File: config.mk
export PLATFORM = sky130hd
export DESIGN_NAME = unsign_multu
export DESIGN_NICKNAME = d
export VERILOG_FILES = /design/src/rtl/unsign_multu.sv
export SDC_FILE = /design/constraint.sdc
export NUM_CORES = 1
export LEC_CHECK = 0
export CAP_MARGIN = 20
export CORE_UTILIZATION = 55
export CTS_CLUSTER_SIZE = 12
export DETAILED_ROUTE_END_ITERATION = 16
export GPL_TIMING_DRIVEN = 0
export PLACE_DENSITY = 0.81
export RECOVER_POWER = 25
export SYNTH_ARGS = -nofsm -noshare
export SYNTH_HDL_FRONTEND = slang
export SYNTH_SLANG_ARGS = --single-unit
File: constraint.sdc
create_clock -name clk_in -period 7.4 [get_ports clk_in]
set_input_delay 1.11 -clock clk_in [delete_from_list [all_inputs] [get_ports clk_in]]
set_output_delay 1.11 -clock clk_in [all_outputs]
set_load 0.02 [all_outputs]
File: src/rtl/unsign_multu.sv
// ---------------------------------------------------------------------------
// unsign_multu
//   Sequential unsigned shift-add multiplier. One multiplier bit is consumed
//   per clock. It shares the enable/busy handshake of the iterative divider,
//   so issue logic can drive both units the same way.
//
//   Handshake: a start request is taken when enable is high on a rising edge
//   of clk_in while busy is low. The operand word is captured on that edge,
//   so the source does not have to hold it. enable while busy is ignored.
//   Completion drives done high for exactly one cycle, with out_data updated
//   and busy low in that same cycle. A new enable may be taken in that cycle.
//
//   Optional feature: define MULTU_EARLY_EXIT_EN to end a run as soon as the
//   remaining multiplier bits are all zero. The product is unchanged. When
//   the macro is undefined, latency is always WIDTH cycles.
//
// Parameters
//   WIDTH        operand width (>= 2); the product is 2*WIDTH bits
// Ports
//   clk_in       clock, rising edge
//   reset        asynchronous reset, active low
//   input_data   [2W-1:W] multiplicand A, [W-1:0] multiplier B
//   enable       start request
//   out_data     last completed product A*B
//   busy         high while a multiplication is running
//   done         one-cycle pulse when out_data takes a new product
//   dbg_state_o  current FSM state (0 = IDLE, 1 = RUN)
// ---------------------------------------------------------------------------
module unsign_multu #(
  parameter int WIDTH = 32
) (
  input  logic               clk_in,
  input  logic               reset,
  input  logic [2*WIDTH-1:0] input_data,
  input  logic               enable,
  output logic [2*WIDTH-1:0] out_data,
  output logic               busy,
  output logic               done,
  output logic [0:0]         dbg_state_o
);

  localparam int CW = $clog2(WIDTH + 1);

  localparam logic [0:0] S_IDLE = 1'b0;
  localparam logic [0:0] S_RUN  = 1'b1;

  localparam logic [CW-1:0] CNT_LAST = CW'(WIDTH);
  localparam logic [CW-1:0] CNT_ONE  = CW'(1);

  logic [0:0]         state_q, state_d;
  logic [WIDTH-1:0]   mcand_q, mcand_d;
  logic [2*WIDTH-1:0] acc_q, acc_d;
  logic [CW-1:0]      count_q, count_d;
  logic [2*WIDTH-1:0] out_q, out_d;
  logic               done_q, done_d;

  // One shift-add step of the datapath, computed every cycle.
  logic [WIDTH:0]     sum;
  logic [2*WIDTH-1:0] acc_step;
  logic [CW-1:0]      count_step;
  logic               finish;
  logic [2*WIDTH-1:0] result;

`ifdef MULTU_EARLY_EXIT_EN
  logic [WIDTH-1:0]   mult_rem;
  logic               early;
`endif

  always_comb begin
    // The carry out of the W-bit add is kept. It becomes the MSB after the
    // shift, which is why (2^W-1)^2 fits with no overflow.
    sum        = {1'b0, acc_q[2*WIDTH-1:WIDTH]}
               + {1'b0, (acc_q[0] ? mcand_q : {WIDTH{1'b0}})};
    acc_step   = {sum, acc_q[WIDTH-1:1]};
    count_step = count_q + CNT_ONE;
`ifdef MULTU_EARLY_EXIT_EN
    // After count_step steps, the low (WIDTH - count_step) bits of acc_step
    // are the multiplier bits that have not been used yet. If they are all
    // zero, the remaining steps only shift right. That shift is done here in
    // one go.
    mult_rem   = acc_step[WIDTH-1:0] & ({WIDTH{1'b1}} >> count_step);
    early      = (mult_rem == {WIDTH{1'b0}});
    finish     = (count_step == CNT_LAST) || early;
    result     = acc_step >> (CNT_LAST - count_step);
`else
    finish     = (count_step == CNT_LAST);
    result     = acc_step;
`endif
  end

  always_comb begin
    state_d = state_q;
    mcand_d = mcand_q;
    acc_d   = acc_q;
    count_d = count_q;
    out_d   = out_q;
    done_d  = 1'b0;
    case (state_q)
      S_IDLE: begin
        if (enable) begin
          mcand_d = input_data[2*WIDTH-1:WIDTH];
          acc_d   = {{WIDTH{1'b0}}, input_data[WIDTH-1:0]};
          count_d = '0;
          state_d = S_RUN;
        end
      end
      S_RUN: begin
        acc_d   = acc_step;
        count_d = count_step;
        if (finish) begin
          out_d   = result;
          done_d  = 1'b1;
          state_d = S_IDLE;
        end
      end
      default: state_d = S_IDLE;
    endcase
  end

  always_ff @(posedge clk_in or negedge reset) begin
    if (!reset) begin
      state_q <= S_IDLE;
      mcand_q <= '0;
      acc_q   <= '0;
      count_q <= '0;
      out_q   <= '0;
      done_q  <= 1'b0;
    end else begin
      state_q <= state_d;
      mcand_q <= mcand_d;
      acc_q   <= acc_d;
      count_q <= count_d;
      out_q   <= out_d;
      done_q  <= done_d;
    end
  end

  assign out_data    = out_q;
  assign busy        = (state_q == S_RUN);
  assign done        = done_q;
  assign dbg_state_o = state_q;

endmodule
==> run_results.csv <==
group,metric,value,unit
status,status,"finished, final reports clean",
min_path,min_to,"out_data[2]",
cts,clk_latency,0.44,ns
min_path,hold_depth,2,
setup_path,reg2reg_setup_slack,3.72,ns
timing,hold_violations,0,
final_layout,syn_to_final_growth,25.3,%
route,drtIter0Drc,615,
timing,fin_skew,0.00953,ns
global_routing,grt_start_max_net_pins,86,
cts,clock-root-buffer,"clkbuf_16",
synthesis,ys_seq_area_share,48.4,%
cts,cts_hold_buf,0,
power_and_ir_drop,power.density,465,mW/mm2
min_path,hold_path.class,"flop to flop",
setup_path,regToRegEndpoint,"out_data[59]",
global_routing,overflow,0,
route,vias,7168,
setup_path,cp.arrival,4.06,ns
power_and_ir_drop,power_switching_share,41.4,%
power_and_ir_drop,power_leakage,5.14,nW
setup_path,r2r_start,"acc_q[0]",
cts,cts_tree,"yes",
timing,rsz0062_at_grt,"no",
timing,clock.fmax,272,MHz
timing,setup-violations-final,0,
global_routing,antenna_found_initial,0,
die,fp.dieW,128,um
route,drc,0,
placed_design,dp_hpwl,15900,um
synthesis,synth_edf_count,0,
min_path,holdCritStartpoint,"out_data[2]",
synthesis,synth.avg_cell_area,9.74,um2
timing,finalCritPeriodShare,49.7,%
setup_path,cp-start-kind,"flop",
synthesis,syn_nets,994,
die,rows,45,
setup_path,worstRegToRegCells,10,
setup_path,crit_type,"flop to flop",
synthesis,synthCells,892,
power_and_ir_drop,clkPwrFrac,17.2,%
timing,hold_slack,0.474,ns
power_and_ir_drop,seqPwrFrac,32.5,%
final_layout,drive_gt1_share,9.36,%
synthesis,ys_ff_latch,168,
cts,post_cts_resized,0,
cts,numCtsBuffers,17,
global_routing,grt_pass1_vias,7071,
cts,cts.htree.levels,4,
final_layout,fin_nets,1147,
flow_run,cap_violations,0,
setup_path,crit_fanout,10,
route,wire_per_inst,17.3,um
power_and_ir_drop,peakVddDrop,0.000286,V
synthesis,async_flop_share,100,%
route,drt_pass1_iterations,6,
setup_path,required,7.78,ns
synthesis,synthesis.area,0.00869,mm2
placed_design,place_congestion,0.928,
die,core-area,0.0153,mm2
cts,cts.sinks,168,
final_layout,stdcell_count,1269,
setup_path,cp-end-kind,"flop",
timing,fin_crit,3.68,ns
synthesis,ys_warn_count,0,
global_routing,grtUsageTotal,28.4,%
power_and_ir_drop,combPwrFrac,50.3,%
die,dieArea,0.0163,mm2
die,start_util,56.7,%
timing,tightestPinTransition,0.757,ns
die,io_pins,134,
route,wl,22000,um
power_and_ir_drop,power.switching,2.10,mW
cts,path_clk_slew,0.07,ns
global_routing,grt_pass1_wl,35600,um
power_and_ir_drop,intPower,2.97,mW
synthesis,ys_types,53,
cts,cts_setup_buffers,0,
placed_design,port_buffers,133,
cts,cts_max_path_buffers,2,
final_layout,fill_cells,1180,
die,die_h,128,um
route,routed_via_density,5.65,
timing,relSlewSlack,49.0,%
placed_design,dp_cells,1237,
final_layout,n_antenna_cell,0,
route,drtAntennaViolNets,0,
timing,final_max_slew_viol_count,0,
synthesis,ys.flop_type,"dfrtp_1",
Yosys cell counts, types with 3 or more instances:
master    number  area (um2)
a211o_1       10        87.6
a21o_1        12        90.1
a21oi_1       34         170
a22o_1        21         184
a31o_2         3        26.3
a31oi_1        5        31.3
and2_1        32         200
and3_1         8        50.1
buf_1          5        18.8
buf_2          9        45.0
buf_4          3        22.5
clkbuf_1      35         131
dfrtp_1      168        4200
ha_1          34         425
inv_1         12        45.0
mux2_2        45         507
mux2i_1       32         320
nand2_1      215         807
nand3_1       18        90.1
nand4_1       21         131
nor2_1        25        93.8
nor2b_1        5        31.3
nor3_1         5        25.0
nor4_1         5        31.3
o211ai_1       3        22.5
o21a_1         5        37.5
o21ai_0       53         265
o21bai_1       5        37.5
o311ai_0       3        26.3
o31ai_1        5        37.5
or3_1          4        25.0
xnor2_1       16         140
xor2_1        12         105
power by group through the flow:
| stage | registers, mW | logic, mW | clock network [mW] |
|---|---|---|---|
| 6_report | 1.65 | 2.55 | 0.870 |
| 5_1_grt | 1.70 | 2.81 | 0.922 |
| 4_1_cts | 1.64 | 2.54 | 0.879 |
| 3_5_place_dp | 1.66 | 2.53 | 0 |
| 3_3_place_gp | 1.65 | 2.47 | 0 |
| 2_1_floorplan | 1.77 | 1.57 | 0 |
per-stage QoR:
| stage | setup WS (ns) | TNS [ns] | utilization, % | power [mW] | cell area (um2) |
|---|---|---|---|---|---|
| after global routing | 3.59 | 0 | 71.1 | 5.43 | 10900 |
| after floorplan | 4.72 | 0 | - | 3.34 | 8690 |
| final | 3.72 | 0 | 71.1 | 5.06 | 10900 |
| after CTS | 3.75 | 0 | 71.1 | 5.07 | 10900 |
| after global placement | -1.63 | -270.99 | 67.1 | 4.11 | 10300 |
| after detailed placement | 3.78 | 0 | 67.4 | 4.18 | 10300 |
worst max-delay path, cell delays in order (launching register included):
cell       delay (ns)
dfrtp_1          0.58
clkbuf_1         0.32
nand2_1          0.20
fa_1             0.48
nor2b_1          0.19
o2111ai_1        0.18
a31o_2           0.30
o211ai_1         0.49
a21oi_1          0.20
a311oi_1         0.44
mux2_2           0.23
cell usage in the layout, fill, tap and decap left out, drive strengths merged, types with 8 or more instances in the layout:
cell type	instances
nand2	215
dfrtp	168
clkdlybuf4s50	132
o21ai	54
clkbuf	53
mux2	45
a21oi	35
ha	34
and2	32
mux2i	32
nor2	25
nand4	21
a22o	21
buf	21
nand3	18
inv	18
xnor2	16
a21o	12
xor2	12
a211o	10
and3	8
flip-flops by register name (all words and copies together), names as in the netlist:
| signal | flops |
|---|---|
| acc_q | 64 |
| busy | 1 |
| count_q | 6 |
| done | 1 |
| mcand_q | 32 |
| out_data | 64 |
layer usage:
layer	global-route usage [%]	wire length (um)
met5	0	0
met4	8.93	426
met3	5.93	1140
met2	45.7	10400
met1	38.9	10100
final cells by class:
cell class	count	area, um2	share of cell area (%)
clock inverters	14	140	1.29
well taps	211	264	2.43
repair buffers	134	1360	12.5
clock buffers	18	429	3.94
multi-input cells	657	4200	38.5
plain buffers	54	240	2.21
inverters	13	48.8	0.448
flip-flops and latches	168	4200	38.6
worst max path at each step:
stage | slack [ns] | start | depth (start not counted) | end
5_1_grt | 3.59 | acc_q[0] | 10 | out_data[59]
4_1_cts | 3.75 | acc_q[0] | 10 | out_data[59]
3_3_place_gp | -1.63 | reset | 1 | out_data[19]
2_1_floorplan | 4.72 | acc_q[0] | 10 | out_data[59]
6_report | 3.72 | acc_q[0] | 10 | out_data[59]
3_5_place_dp | 3.78 | acc_q[0] | 10 | out_data[59]
logic make-up (layout without fill, tap and decap cells):
| logic type | after synthesis | after routing | share of synthesized area (%) |
|---|---|---|---|
| AOI/OAI and AO/OA | 178 | 178 | 13.6 |
| xor gates and xnor gates | 28 | 28 | 2.82 |
| adders and majority gates | 35 | 35 | 5.13 |
| buffers and inverters | 67 | 233 | 3.33 |
| DFF | 168 | 168 | 48.4 |
| muxes | 77 | 77 | 9.52 |
| and+or+nand+nor | 339 | 339 | 17.2 |
Note: power is estimated with default switching activity, not from simulation.
